<file path="src/rtl/pipe_hazard_ctrl_pkg.sv">
// rtl/pipe_hazard_ctrl_pkg.sv - shared definitions for the pipeline hazard controller
// Scoreboard entry layout (LSB first): is_load, we, rd[REG_ADDR_W], valid.
package pipe_hazard_ctrl_pkg;

  localparam int FWD_SEL_REGFILE = 0;

  localparam int SB_LOAD_BIT = 0;
  localparam int SB_WE_BIT   = 1;
  localparam int SB_RD_LSB   = 2;
  localparam int SB_CTRL_W   = 3;

  typedef enum logic [1:0] {
    MODE_NORMAL,
    MODE_LOAD_USE,
    MODE_REDIRECT,
    MODE_FREEZE
  } hz_mode_e;

  function automatic int sel_width(input int depth);
    return $clog2(depth + 1);
  endfunction

  function automatic int sb_valid_bit(input int reg_addr_w);
    return SB_RD_LSB + reg_addr_w;
  endfunction

endpackage

</file>
<file path="src/rtl/pipe_hazard_ctrl_sb_match.sv">
// rtl/pipe_hazard_ctrl_sb_match.sv - one source operand against every scoreboard entry
// Produces the youngest-match forwarding select and the load-use hazard bit.
module sb_match
  import pipe_hazard_ctrl_pkg::*;
#(
  parameter int  REG_ADDR_W   = 5,
  parameter int  FWD_DEPTH    = 3,
  parameter int  LOAD_USE_GAP = 1,
  localparam int SEL_W        = sel_width(FWD_DEPTH),
  localparam int SB_W         = REG_ADDR_W + SB_CTRL_W
) (
  input  logic [REG_ADDR_W-1:0]           rs_i,
  input  logic                            rs_used_i,
  input  logic [FWD_DEPTH-1:0][SB_W-1:0]  sb_i,
  output logic [SEL_W-1:0]                sel_o,
  output logic                            load_use_o
);

  localparam int SB_VALID_BIT = sb_valid_bit(REG_ADDR_W);

  logic [FWD_DEPTH-1:0] hit;

  // x0 is hardwired to zero, so it never matches a producer.
  always_comb begin
    for (int i = 0; i < FWD_DEPTH; i++) begin
      hit[i] = rs_used_i && (rs_i != '0) && sb_i[i][SB_VALID_BIT] && sb_i[i][SB_WE_BIT] &&
               (sb_i[i][SB_RD_LSB +: REG_ADDR_W] == rs_i);
    end
  end

  always_comb begin
    sel_o      = SEL_W'(FWD_SEL_REGFILE);
    load_use_o = 1'b0;
    for (int i = FWD_DEPTH - 1; i >= 0; i--) begin
      if (hit[i]) sel_o = SEL_W'(i + 1);
    end
    for (int i = 0; i < LOAD_USE_GAP; i++) begin
      if (hit[i] && sb_i[i][SB_LOAD_BIT]) load_use_o = 1'b1;
    end
  end

endmodule

</file>
<file path="src/rtl/pipe_hazard_ctrl.sv">
// rtl/pipe_hazard_ctrl.sv - scoreboard-based forwarding, load-use stall, redirect flush, cache freeze
// Optional load-use / redirect performance counters are built when PIPE_PERF_CNT_EN is defined.
module pipe_hazard_ctrl
  import pipe_hazard_ctrl_pkg::*;
#(
  parameter int  REG_ADDR_W   = 5,
  parameter int  FWD_DEPTH    = 3,
  parameter int  LOAD_USE_GAP = 1,
  parameter int  FLUSH_DEPTH  = 2,
  parameter int  CNT_W        = 32,
  localparam int SEL_W        = sel_width(FWD_DEPTH)
) (
  input  logic                   CLK,
  input  logic                   RESET,
  input  logic                   id_valid_i,
  input  logic [REG_ADDR_W-1:0]  id_rs1_i,
  input  logic [REG_ADDR_W-1:0]  id_rs2_i,
  input  logic                   id_rs1_used_i,
  input  logic                   id_rs2_used_i,
  input  logic [REG_ADDR_W-1:0]  id_rd_i,
  input  logic                   id_reg_we_i,
  input  logic                   id_is_load_i,
  input  logic                   ex_redirect_i,
  input  logic                   dcache_busy_i,
  input  logic                   icache_busy_i,
  output logic                   pipe_freeze_o,
  output logic                   stall_fe_o,
  output logic                   bubble_ex_o,
  output logic [FLUSH_DEPTH-1:0] flush_mask_o,
  output logic [SEL_W-1:0]       fwd_sel_rs1_o,
  output logic [SEL_W-1:0]       fwd_sel_rs2_o,
  output logic [CNT_W-1:0]       perf_stall_cnt_o,
  output logic [CNT_W-1:0]       perf_flush_cnt_o
);

  localparam int SB_W         = REG_ADDR_W + SB_CTRL_W;
  localparam int SB_VALID_BIT = sb_valid_bit(REG_ADDR_W);

  logic [FWD_DEPTH-1:0][SB_W-1:0] sb_q, sb_d;
  logic [SEL_W-1:0]               sel_rs1_q, sel_rs1_d, sel_rs2_q, sel_rs2_d;
  logic [SEL_W-1:0]               match_sel_rs1, match_sel_rs2;
  logic                           lu_rs1, lu_rs2;
  logic                           redir_pend_q, redir_pend_d;
  logic [SB_W-1:0]                id_entry;
  hz_mode_e                       mode;

  sb_match #(
    .REG_ADDR_W   (REG_ADDR_W),
    .FWD_DEPTH    (FWD_DEPTH),
    .LOAD_USE_GAP (LOAD_USE_GAP)
  ) u_match_rs1 (
    .rs_i       (id_rs1_i),
    .rs_used_i  (id_rs1_used_i),
    .sb_i       (sb_q),
    .sel_o      (match_sel_rs1),
    .load_use_o (lu_rs1)
  );

  sb_match #(
    .REG_ADDR_W   (REG_ADDR_W),
    .FWD_DEPTH    (FWD_DEPTH),
    .LOAD_USE_GAP (LOAD_USE_GAP)
  ) u_match_rs2 (
    .rs_i       (id_rs2_i),
    .rs_used_i  (id_rs2_used_i),
    .sb_i       (sb_q),
    .sel_o      (match_sel_rs2),
    .load_use_o (lu_rs2)
  );

  always_comb begin
    id_entry                              = '0;
    id_entry[SB_VALID_BIT]                = id_valid_i;
    id_entry[SB_WE_BIT]                   = id_reg_we_i;
    id_entry[SB_LOAD_BIT]                 = id_is_load_i;
    id_entry[SB_RD_LSB +: REG_ADDR_W]     = id_rd_i;
  end

  // A redirect seen while frozen is remembered so it still fires once the caches release.
  always_comb begin
    mode = MODE_NORMAL;
    if (dcache_busy_i || icache_busy_i)              mode = MODE_FREEZE;
    else if (ex_redirect_i || redir_pend_q)          mode = MODE_REDIRECT;
    else if (id_valid_i && (lu_rs1 || lu_rs2))       mode = MODE_LOAD_USE;
  end

  assign pipe_freeze_o = (mode == MODE_FREEZE);
  assign stall_fe_o    = (mode == MODE_LOAD_USE);
  assign bubble_ex_o   = (mode == MODE_LOAD_USE) || (mode == MODE_REDIRECT);
  assign flush_mask_o  = (mode == MODE_REDIRECT) ? {FLUSH_DEPTH{1'b1}} : '0;
  assign fwd_sel_rs1_o = sel_rs1_q;
  assign fwd_sel_rs2_o = sel_rs2_q;

  always_comb begin
    sb_d         = sb_q;
    sel_rs1_d    = sel_rs1_q;
    sel_rs2_d    = sel_rs2_q;
    redir_pend_d = redir_pend_q || ex_redirect_i;
    if (mode != MODE_FREEZE) begin
      redir_pend_d = 1'b0;
      for (int i = FWD_DEPTH - 1; i > 0; i--) begin
        sb_d[i] = sb_q[i-1];
      end
      sb_d[0]   = (mode == MODE_NORMAL) ? id_entry : '0;
      sel_rs1_d = (mode == MODE_NORMAL) ? match_sel_rs1 : SEL_W'(FWD_SEL_REGFILE);
      sel_rs2_d = (mode == MODE_NORMAL) ? match_sel_rs2 : SEL_W'(FWD_SEL_REGFILE);
    end
  end

  always_ff @(posedge CLK) begin
    if (RESET) begin
      sb_q         <= '0;
      sel_rs1_q    <= SEL_W'(FWD_SEL_REGFILE);
      sel_rs2_q    <= SEL_W'(FWD_SEL_REGFILE);
      redir_pend_q <= 1'b0;
    end else begin
      sb_q         <= sb_d;
      sel_rs1_q    <= sel_rs1_d;
      sel_rs2_q    <= sel_rs2_d;
      redir_pend_q <= redir_pend_d;
    end
  end

`ifdef PIPE_PERF_CNT_EN
  logic [CNT_W-1:0] stall_cnt_q, stall_cnt_d, flush_cnt_q, flush_cnt_d;

  always_comb begin
    stall_cnt_d = stall_cnt_q + CNT_W'(mode == MODE_LOAD_USE);
    flush_cnt_d = flush_cnt_q + CNT_W'(mode == MODE_REDIRECT);
  end

  always_ff @(posedge CLK) begin
    if (RESET) begin
      stall_cnt_q <= '0;
      flush_cnt_q <= '0;
    end else begin
      stall_cnt_q <= stall_cnt_d;
      flush_cnt_q <= flush_cnt_d;
    end
  end

  assign perf_stall_cnt_o = stall_cnt_q;
  assign perf_flush_cnt_o = flush_cnt_q;
`else
  assign perf_stall_cnt_o = '0;
  assign perf_flush_cnt_o = '0;
`endif

endmodule

</file>
<file path="config.mk">
export PLATFORM = sky130hd
export DESIGN_NAME = pipe_hazard_ctrl
export DESIGN_NICKNAME = d
export VERILOG_FILES = /design/src/rtl/pipe_hazard_ctrl_pkg.sv /design/src/rtl/pipe_hazard_ctrl_sb_match.sv /design/src/rtl/pipe_hazard_ctrl.sv
export SDC_FILE = /design/constraint.sdc
export NUM_CORES = 1
export LEC_CHECK = 0
export ABC_AREA = 1
export ABC_CLOCK_PERIOD_IN_PS = 2000
export CELL_PAD_IN_SITES_DETAIL_PLACEMENT = 0
export CELL_PAD_IN_SITES_GLOBAL_PLACEMENT = 1
export CORE_MARGIN = 1
export CORE_UTILIZATION = 29
export CTS_CLUSTER_DIAMETER = 100
export DETAILED_ROUTE_END_ITERATION = 8
export GPL_TIMING_DRIVEN = 0
export PLACE_DENSITY = 0.8
export SYNTH_ARGS = -nofsm -noshare
export SYNTH_HDL_FRONTEND = slang
export SYNTH_HIERARCHICAL = 1
export SYNTH_SLANG_ARGS = --single-unit
</file>
<file path="constraint.sdc">
create_clock -name CLK -period 2 [get_ports CLK]
set_input_delay 0.2 -clock CLK [delete_from_list [all_inputs] [get_ports CLK]]
set_output_delay 0.2 -clock CLK [all_outputs]
set_load 0.02 [all_outputs]
</file>
==> reports/metrics.yaml <==
fin_cells: 645
synthCells: 431
boundaryPins: 98
pwr-share-seq: 0.421
drive_gt1_frac: 0.2389
min_period_over_period: 1.122
place_inst: 632
hold_viol: 0
cts_hold_buf: 0
multi_input_comb_area_um2: 1425
hold_start: "fwd_sel_rs2_o[0]"
wl_per_cell_um: 9.378
synth.avg_cell_area_um2: 5.751
grt_usage: 0.1417
setup_viol: 16
worstSetupPathType: "reg -> out"
min-delay-path-class: "reg -> reg"
syn_area_um2: 2479
start_util: 0.3002
path_cells: "nand2_1 > inv_1 > nand2_1 > nor2_1 > nand3b_1 > nor2_2 > inv_2 > nor2_2 > inv_1 > nand2_1 > nand3_1 > nand2_2 > inv_2 > ha_4 > inv_2 > buf_6"
rsz0062_at_grt: "yes"
critical_path_required_ps: 1800
hold_depth: 2
gp_congestion: 0.8345
leakage_nw: 1.833
cts_inserted_buffers: 3
cts_max_level: 1
areaGrowthSynthToFinish_pct: 36.24
outcome: "finished with violations"
cp-start-kind: "flip-flop"
drc: 0
setup.worst_path.end_class: "primary output"
switching_share: 0.3499
slew_viol_final: 0
clk_path_buf_depth: 2
cts_tree: "yes"
die_width_um: 94.45
numClockSinks: 27
hold_slack_ps: 490.5
fin_tns_setup_ps: -1892
rows: 33
clk_latency_ps: 270
power.total_w: 0.001456
grt_pass1_wl_mm: 9.977
skew_ps: 6.255
drv_cap: 0
io_buffer_count: 33
yosysWarnings: 6
final_util: 0.4089
rr_worst_depth: 20
power_density_nw_per_um2: 431.1
fin_nets: 569
r2r-end: "fwd_sel_rs2_o[0]"
switchingPower_w: 0.0005093
vdd_drop_max_v: 0.0002129
rrSetupSlack_ps: -110
min_period_ps: 2243
max_freq_mhz: 445.8
cts-root-buf: "clkbuf_8"
violations: "setup timing"
combPwrFrac: 0.369
fp.dieH_um: 94.45
dp_hpwl_mm: 4.785
fill_cells: 922
register_area_um2: 559.3
critPathTopFamily: "simple AND/OR/NAND/NOR gates"
grt_overflow: 0
setup_slack_ps: -243.2
final_antenna_net_count: 0
holdPathEnd: "fwd_sel_rs2_o[0]"
grt_max_degree: 16
num_vias: 2405
path_buf_inv: 6
dr.first_iter.drc_count: 63
p_clk_frac: 0.210
critPathMaxFanout: 4
grt_pass1_vias: 2206
firstDrtPassIters: 4
cpPeakStageDelay_ps: 370
cp.arrival_ps: 2040
reg2reg_from: "sb_q[1]"
via_per_inst: 3.729
critPathSlowestCell: "dfxtp_4"
antenna_found_initial: 0
fp.coreArea_um2: 8258
clkTransAtPathRegs_ps: 90
drt_wl_total_mm: 6.049
die_area_um2: 8921
antenna_cells: 0
p_int_w: 0.0009464
per-layer routing:
layer	global-route usage	vias up	wire, um
met3	0.01208	2	283
met4	0.02652	0	19
met2	0.2615	64	2994
met1	0.1792	991	2752
li1	-	1348	-
met5	0	-	0
power by group through the flow:
stage	registers, W	clock network (W)	logic, W
detailed placement	0.000627	0	0.000519
floorplan	0.000615	0	0.000399
CTS	0.000614	0.000318	0.000530
global route	0.000618	0.000338	0.000603
finish	0.000612	0.000306	0.000538
global placement	0.000627	0	0.000516
tightest hold or removal path, stage by stage, from the launching register on:
cell	delay, ps
dfxtp_1	320
nor2_1	90
nor2_1	50
area by class of cell:
cell class | count | area share
sequential | 27 | 0.1656
clock inverter | 1 | 0.001482
timing repair buffer | 42 | 0.1178
clock buffer | 3 | 0.01223
tap | 105 | 0.03890
multi-input combinational | 330 | 0.4220
buffer | 74 | 0.1719
inverter | 63 | 0.07003
cell usage in the layout, fill, tap and decap left out, drive strengths merged, types with 2 or more instances in the layout:
cell type and instances:
nand2 143, buf 87, nor2 80, conb 64
inv 63, dfxtp 27, clkdlybuf4s50 19, nand3 19
dlygate4sd2 10, a21oi 6, xor2 4, or2 4
o21ai 4, ha 3, clkbuf 3, nand3b 2
stage by stage:
step	cell area [um2]	setup WS (ps)
6_report	3377	-243.2
3_3_place_gp	3177	-948.1
4_1_cts	3341	-282.3
3_5_place_dp	3177	-937.1
5_1_grt	3377	-391.5
2_1_floorplan	2715	161.1
how the worst max path moves through the flow:
stage	from	endpoint	slack, ps	cells after the start
floorplan	sb_q[3]	flush_mask_o[1]	160	14
global placement	id_rs2_i[3]	bubble_ex_o	-950	17
detailed placement	id_rs2_i[3]	bubble_ex_o	-940	17
CTS	sb_q[1]	bubble_ex_o	-280	16
global route	sb_q[5]	bubble_ex_o	-390	16
finish	sb_q[1]	bubble_ex_o	-240	16
flip-flops by register name, summed over array words and instances, names as in the netlist:
register	cells
fwd_sel_rs1_o	2
sb_q	22
fwd_sel_rs2_o	2
redir_pend_q	1
repair_timing:
action                                  CTS  global route
cloned                                    1             0
resized for setup                        59            10
buffers inserted                          6             2
endpoints found under the setup margin   16            16
pin swaps                                 8             6
No activity file was read; power rests on OpenSTA's default activity.
